File: src/rtl/issue_ctrl.sv
// issue_ctrl: one-entry issue register with a load scoreboard, hazard stall,
// flush handling and an illegal-instruction trap handshake.
module issue_ctrl #(
    parameter int MAX_OUTSTANDING = 2
) (
    input  logic        i_clk,
    input  logic        i_reset,
    input  logic        i_dec_valid,
    output logic        o_dec_stall,
    input  logic [31:0] i_dec_pc,
    input  logic [4:0]  i_dec_rs1,
    input  logic [4:0]  i_dec_rs2,
    input  logic [4:0]  i_dec_rd,
    input  logic        i_dec_use_rs1,
    input  logic        i_dec_use_rs2,
    input  logic        i_dec_wr_rd,
    input  logic        i_dec_long,
    input  logic        i_dec_illegal,
    output logic        o_iss_valid,
    input  logic        i_iss_ready,
    output logic [31:0] o_iss_pc,
    output logic [4:0]  o_iss_rd,
    output logic        o_iss_long,
    input  logic        i_wb_valid,
    input  logic [4:0]  i_wb_rd,
    input  logic        i_flush,
    output logic        o_trap,
    output logic [31:0] o_trap_pc,
    input  logic        i_trap_ack,
    output logic        o_err
);
    localparam int CW = $clog2(MAX_OUTSTANDING + 1);
    localparam logic [CW:0] MAX_W = (CW + 1)'(MAX_OUTSTANDING);
    typedef enum logic {RUN, TRAP} state_t;
    state_t        state_q;
    logic [31:0]   busy_q, busy_d, wb_mask, held_mask, blk;
    logic [CW-1:0] cnt_q, cnt_d;
    logic [CW:0]   pend;
    logic          iss_valid_q, iss_long_q, err_q;
    logic [31:0]   iss_pc_q, trap_pc_q;
    logic [4:0]    iss_rd_q;
    logic          hazard, full, accept, hs, inc, err_set;
    always_comb begin
        wb_mask     = i_wb_valid ? 32'd1 << i_wb_rd : 32'd0;
        held_mask   = (iss_valid_q & iss_long_q) ? 32'd1 << iss_rd_q : 32'd0;
        // x0 never blocks: it is neither tracked nor written
        blk         = ((busy_q & ~wb_mask) | held_mask) & 32'hFFFF_FFFE;
        hazard      = (i_dec_use_rs1 & blk[i_dec_rs1]) | (i_dec_use_rs2 & blk[i_dec_rs2])
                    | (i_dec_wr_rd & blk[i_dec_rd]);
        pend        = {1'b0, cnt_q} + {{CW{1'b0}}, iss_valid_q & iss_long_q};
        full        = i_dec_long & (pend >= MAX_W) & ~i_wb_valid;
        o_dec_stall = (state_q == TRAP) | (i_dec_valid & (hazard | full)) | (iss_valid_q & ~i_iss_ready);
        accept      = (state_q == RUN) & i_dec_valid & ~o_dec_stall & ~i_flush;
        hs          = iss_valid_q & i_iss_ready & ~i_flush;
        inc         = hs & iss_long_q;
        busy_d      = ((busy_q & ~wb_mask) | (inc ? 32'd1 << iss_rd_q : 32'd0)) & 32'hFFFF_FFFE;
        err_set     = i_wb_valid & ~inc & (cnt_q == '0);
        cnt_d       = (inc & ~i_wb_valid) ? cnt_q + CW'(1) :
                      (~inc & i_wb_valid & cnt_q != '0) ? cnt_q - CW'(1) : cnt_q;
    end
    always_ff @(posedge i_clk) begin
        if (i_reset) begin
            state_q     <= RUN;
            busy_q      <= '0;
            cnt_q       <= '0;
            iss_valid_q <= 1'b0;
            iss_pc_q    <= '0;
            iss_rd_q    <= '0;
            iss_long_q  <= 1'b0;
            trap_pc_q   <= '0;
            err_q       <= 1'b0;
        end else begin
            busy_q <= busy_d;
            cnt_q  <= cnt_d;
            if (err_set) err_q <= 1'b1;
            if (i_flush) begin
                iss_valid_q <= 1'b0;
            end else if (accept & ~i_dec_illegal) begin
                iss_valid_q <= 1'b1;
                iss_pc_q    <= i_dec_pc;
                iss_rd_q    <= i_dec_rd;
                iss_long_q  <= i_dec_long;
            end else if (hs) begin
                iss_valid_q <= 1'b0;
            end
            if (state_q == TRAP && i_trap_ack) begin
                state_q <= RUN;
            end else if (accept & i_dec_illegal) begin
                state_q   <= TRAP;
                trap_pc_q <= i_dec_pc;
            end
        end
    end
    assign o_iss_valid = iss_valid_q;
    assign o_iss_pc    = iss_pc_q;
    assign o_iss_rd    = iss_rd_q;
    assign o_iss_long  = iss_long_q;
    assign o_trap      = (state_q == TRAP);
    assign o_trap_pc   = trap_pc_q;
    assign o_err       = err_q;
endmodule

File: config.mk
export PLATFORM = sky130hd
export DESIGN_NAME = issue_ctrl
export DESIGN_NICKNAME = d
export VERILOG_FILES = /design/src/rtl/issue_ctrl.sv
export SDC_FILE = /design/constraint.sdc
export NUM_CORES = 1
export LEC_CHECK = 0
export CAP_MARGIN = 25
export CORE_AREA = 3 3 163 86
export CTS_CLUSTER_DIAMETER = 120
export DETAILED_ROUTE_END_ITERATION = 16
export DIE_AREA = 0 0 166 89
export GPL_TIMING_DRIVEN = 0
export PLACE_DENSITY_LB_ADDON = 0.15
export SETUP_SLACK_MARGIN = 0.3
export SLEW_MARGIN = 15
export SYNTH_ARGS = -nofsm -noshare
export SYNTH_HDL_FRONTEND = slang
export SYNTH_SLANG_ARGS = --single-unit
File: constraint.sdc
create_clock -name i_clk -period 3.7 [get_ports i_clk]
set_input_delay 0.74 -clock i_clk [delete_from_list [all_inputs] [get_ports i_clk]]
set_output_delay 0.74 -clock i_clk [all_outputs]
set_load 0.02 [all_outputs]
* Yosys cells after proc, flatten, opt, wreduce, memory -nomap -nowiden
Index checks and enable logic that the tools add are counted.
** Word-level totals
- Flip-flop bits (word level) :: 107
- Input port bits :: 64
- Output and inout port bits :: 74
- Word-level logic and storage cells :: 78
** Cells by class
- Add/subtract/negate cells :: 3
- Magnitude comparators :: 4
- Shift-type cells :: 2
- Muxes and demuxes :: 13
- Bitwise operators :: 37
- Reductions and logical operators :: 9
** Operator list (count)
- $mux 32 :: 3
- $or 32x32->32 :: 2
- $shl 1x5->32 const A :: 2
- $and 32x32->32 :: 1
- $not 32->32 :: 1
- $and 1x1->1 :: 20
- $lt 5x6->1 const B :: 3
- $bmux 1 s5 :: 3
- $not 1->1 :: 8
- $reduce_bool 2->1 :: 3
- $mux 1 :: 5
- $or 1x1->1 :: 5
- $mux 2 :: 2
- $reduce_and 2->1 :: 2
- $reduce_or 2->1 :: 2
- $add 2x1->3 :: 1
- $ge 3x2->1 const B :: 1
- $add 2x1->2 const B :: 1
- $logic_not 2->1 :: 1
- $sub 2x1->2 const B :: 1
- $logic_and 1x1->1 :: 1

* Depth between registers and ports, before layout
- Depth in word-level cells :: 19
- Gate-level depth with buffers :: 13
- Gate-level depth less buffers :: 9

* Worst setup path after synthesis
Ideal clock, no wire load.
- Path type :: input port to flip-flop
- Start point :: input port i_wb_rd[2]
- End point :: register iss_pc_q[10], in the netlist o_iss_pc[10]
- Setup time :: 0.120 ns
- Data arrival time :: 3.471 ns
- Data required time :: 3.580 ns
- Path slack :: 0.110 ns
- Stages on the path :: 11
- Buffers on the path :: 2
- Cell sequence :: or4b_4 -> o21a_1 -> a211oi_1 -> a2111oi_0 -> or4_4 -> a21oi_2 -> o311ai_2 -> or4_1 -> buf_4 -> buf_6 -> mux2i_1
** Between the ends
- Cells in the longest elaborated chain, start to end :: 19
- Elaborated cells between the ends (all ways) :: 25
- Those cells by class :: 1 x shift; 7 x mux; 16 x bitwise; 1 x reduce/logical
** RTL lines
- from (decl) :: line 25 : input logic [4:0] i_wb_rd,
- $shl 1x5->32 (*) :: line 44 : wb_mask = i_wb_valid ? 32'd1 << i_wb_rd : 32'd0;
- $mux 32 (*) :: line 44
- $not 32->32 (*) :: line 47 : blk = ((busy_q & ~wb_mask) | held_mask) & 32'hFFFF_FFFE;
- $and 32x32->32 (*) :: line 47
- $or 32x32->32 (*) :: line 47
- $bmux 1 s5 :: line 48 : hazard = (i_dec_use_rs1 & blk[i_dec_rs1]) | (i_dec_use_rs2 & blk[i_dec_rs2])
- $mux 1 (not written as such) :: line 48
- $and 1x1->1 :: line 48
- $or 1x1->1 :: line 48
- $or 1x1->1 (*) :: line 49 : | (i_dec_wr_rd & blk[i_dec_rd]);
- $or 1x1->1 (*) :: line 52 : o_dec_stall = (state_q == TRAP) | (i_dec_valid & (hazard | full)) | (iss_valid_q & ~i_iss_ready);
- $and 1x1->1 (*) :: line 52
- $or 1x1->1 (*) (2 in a row) :: line 52
- $not 1->1 (*) :: line 53 : accept = (state_q == RUN) & i_dec_valid & ~o_dec_stall & ~i_flush;
- $and 1x1->1 (*) (2 in a row) :: line 53
- $and 1x1->1 (*) :: line 78 : end else if (accept & ~i_dec_illegal) begin
- $reduce_and 2->1 (no source line) (*)
- to (signal assigned) :: line 80 : iss_pc_q <= i_dec_pc;
- to (decl) :: line 40 : logic [31:0] iss_pc_q, trap_pc_q;
Every way passes the cells marked *; elsewhere a longest branch is shown, timed or not. The select of a mux whose other input is x is not followed.
A chain may end at the register's enable or synchronous reset.

* Worst setup path after layout
- Start point :: input port i_wb_valid
- End point :: output port o_dec_stall
** Between the ends
- Cells in the longest elaborated chain, start to end :: 13
- Elaborated cells between the ends (all ways) :: 21
- Those cells by class :: 7 x mux; 14 x bitwise
** RTL lines
- from (decl) :: line 24 : input logic i_wb_valid,
- $mux 32 :: line 44
- $not 32->32 :: line 47
- $and 32x32->32 :: line 47
- $or 32x32->32 :: line 47
- $bmux 1 s5 :: line 48
- $mux 1 (not written as such) :: line 48
- $and 1x1->1 :: line 48
- $or 1x1->1 :: line 48
- $or 1x1->1 :: line 49
- $or 1x1->1 (*) :: line 52
- $and 1x1->1 (*) :: line 52
- $or 1x1->1 (*) (2 in a row) :: line 52
- to (decl) :: line 9 : output logic o_dec_stall,
Marks and branches as above.

==> flow_summary.ini <==
[outcome]
violations = negative setup slack
status = finished with violations

[global_routing]
antenna_found_initial = 1
top_usage_layer = met2
grtUsageMet3_pct = 8.966
grt_util_met2_pct = 44.19
grt_max_degree = 18
grt_pass1_vias = 5863
grtUsageMet1_pct = 32.61
grt_use_total_pct = 26.46
overflow = 0
grt_pass1_wl_mm = 31.29

[synthesis]
synth_compound_area_share_pct = 16.26
synth_edf_count = 0
yosys.area_share.adder_pct = 0
syn_inst = 693
yosysWarnings = 0
synthFlopType = dfxtp_1
synth_cell_types = 61
synth_seq_cells = 106
synthArstFlopShare_pct = 0
syn-num-nets = 757
synthSimpleGateAreaFrac_pct = 29.30
synth_xor_area_share_pct = 0
syn_area_um2 = 5786
avgSynthCellArea_um2 = 8.349
synth-seq-area-share_pct = 36.68
muxShareOfSynthArea_pct = 13.28
synth_top_family_by_area = simple AND/OR/NAND/NOR gates

[sta]
maxSlewViolCount = 0
fin_ws_ns = -0.2016
period_share_pct = 105.4
finClkSkew_ns = 0.01250
rsz0062_at_grt = yes
setup_viol = 55
tightest_slew_ns = 0.9078
period_minus_slack_ns = 3.902
hold_viol_final = 0
slew_headroom_pct = 39.35
max_freq_mhz = 256.3
fin_setup_tns_ns = -4.427
hold_ws_ns = 0.4753

[critical_path]
cp_max_fo = 4
crit_path_start_kind = input pin
required_ns = 2.96
cp-end-kind = primary output
worstPathArrival_ns = 3.16
critPathKind = in -> out

[placed_design]
placed_cells = 997
dp_hpwl_mm = 14.45
place_congestion = 0.9412
io_buffers = 132
placed_cell_area_um2 = 7372

[detailed_routing]
route.vias.total = 5957
viasPerCell = 5.772
drt_wl_total_mm = 19.74
firstDrtPassIters = 6
ant_nets = 0
wl_per_cell_um = 19.12
drc = 0
drtIter0Drc = 519

[clock_tree]
cts_max_level = 3
clk_pin_slew_worst_paths_ns = 0.07
cts_tree = built
insertion_delay_ns = 0.35
cts.sinks = 106
ctsHoldBuffers = 0
ctsRootBufferMaster = clkbuf_16
cts_buffers = 9
cts_buffer_depth = 2

[floorplanning]
start_util_pct = 45.95
core_area_um2 = 12590
die_x_um = 166
dieHeight_um = 89
die-area_um2 = 14770
ios = 138
rows = 29

[final_layout]
synthToLayoutAreaGrowth_pct = 41.13
antennaDiodeCount = 0
stdcell_count = 1032
nFillCells = 1068
fin_area_um2 = 8165
final_nets = 922
drive_gt1_share_pct = 13.81

[pwr]
power_mw = 2.725
p_per_area_nw_per_um2 = 333.7
total_leakage_power_nw = 3.113
max-vdd-ir-drop_mv = 0.2623

[run]
max-cap-violations = 0

[worst_hold_path]
hold_path_class = reg -> reg
[final timing paths]
check,startpoint,endpoint,slack (ns),cells after the start
max,i_wb_valid,o_dec_stall,-0.20,11
min,o_iss_pc[15],o_iss_pc[15],0.48,2
max reg2reg,o_iss_rd[1],o_trap_pc[31],0.10,14
min reg2reg,o_iss_pc[15],o_iss_pc[15],0.48,2
[metal layers]
| layer | routed length, um | vias to the layer above | share of wire [%] |
|---|---|---|---|
| met3 | 1875 | 48 | 9.5 |
| li1 | - | 2819 | - |
| met4 | 569 | 2 | 2.9 |
| met2 | 8949 | 281 | 45 |
| met1 | 8327 | 2807 | 42 |
| met5 | 13 | - | 0.066 |
[kinds of logic (layout without fill, tap and decap cells)]
kind of cell | count (synthesis) | in the layout
compound gates | 149 | 149
buf+inv | 60 | 229
flops | 106 | 106
mux | 73 | 73
simple gates | 305 | 305
[metrics by stage]
step                setup WS, ns  util (%)
detailed placement        -1.304     58.55
finish                   -0.2016     64.85
global route             -0.2518     64.85
floorplan                 0.1216         -
global placement          -1.346     58.37
CTS                      -0.2064     63.61
[power by group]
group	internal, mW	switching [mW]
registers	1.16	0.0143
logic	0.221	0.237
clock network	0.661	0.426
total	2.05	0.678
[cell usage in the layout (no fill, tap or decap), types with 4 or more instances in the layout]
master	netlist	final
buf_4	4	22
nor3_1	5	4
clkbuf_16	0	9
o21ai_0	36	11
a32oi_1	8	8
clkbuf_1	39	22
inv_1	9	9
nand3_1	17	17
clkdlybuf4s50_1	0	124
mux2i_1	70	69
a21oi_1	48	47
buf_6	2	6
buf_8	0	4
nor2b_1	4	4
o21ai_1	1	9
dfxtp_1	106	105
a211oi_1	8	6
buf_2	3	5
clkbuf_2	0	14
a31oi_1	8	8
o22ai_1	5	4
nand2_1	88	88
o21ai_2	0	15
nand2b_1	119	117
o211ai_1	5	5
nor2_1	19	19
nand4_1	14	14
nand4b_1	7	7
[final cells by class]
| class | instances | area (um2) | share of cell area (%) |
|---|---|---|---|
| Multi-Input combinational cell | 527 | 3671 | 44.96 |
| Sequential cell | 106 | 2123 | 26.00 |
| Timing Repair Buffer | 154 | 1498 | 18.34 |
| Buffer | 51 | 289.0 | 3.540 |
| Clock buffer | 9 | 225.2 | 2.758 |
| Tap cell | 170 | 212.7 | 2.605 |
| Clock inverter | 6 | 112.6 | 1.379 |
| Inverter | 9 | 33.78 | 0.4137 |
[sequential cells by signal (all words and copies together) (netlist names)]
name	count
busy_q	31
cnt_q	2
o_err	1
o_iss_long	1
o_iss_pc	32
o_iss_rd	5
o_iss_valid	1
o_trap	1
o_trap_pc	32
[critical path: stages]
cell and delay [ns]:
buf_2 0.15, or4b_4 0.51, o21a_4 0.23, buf_4 0.15
a211oi_1 0.22, a2111oi_0 0.10, a211oi_1 0.27, o32a_1 0.26
o311ai_4 0.17, a21o_1 0.23, buf_6 0.13
[timing repair]
action                                  4_1_cts  5_1_grt
gates resized for setup                     103       49
endpoints found under the hold margin         0        0
pin swaps                                    10       12
endpoints found under the setup margin       73       73
buffers inserted                             11        8
[synth_stat cells, drive strengths merged, types with 5 or more instances]
| master | count | area [um2] |
|---|---|---|
| nand2b | 119 | 744.5 |
| dfxtp | 106 | 2122 |
| nand2 | 88 | 330.3 |
| mux2i | 70 | 700.7 |
| a21oi | 49 | 249.0 |
| clkbuf | 39 | 146.4 |
| o21ai | 37 | 185.2 |
| nor2 | 19 | 71.32 |
| nand3 | 17 | 85.08 |
| nand4 | 14 | 87.58 |
| buf | 12 | 78.82 |
| inv | 9 | 33.78 |
| a211oi | 8 | 60.06 |
| a31oi | 8 | 50.05 |
| a32oi | 8 | 70.07 |
| nand4b | 7 | 61.31 |
| nor3b | 7 | 52.55 |
| nor3 | 5 | 25.02 |
| o211ai | 5 | 37.54 |
| o22ai | 5 | 31.28 |
(Power assumes the default switching activity.)
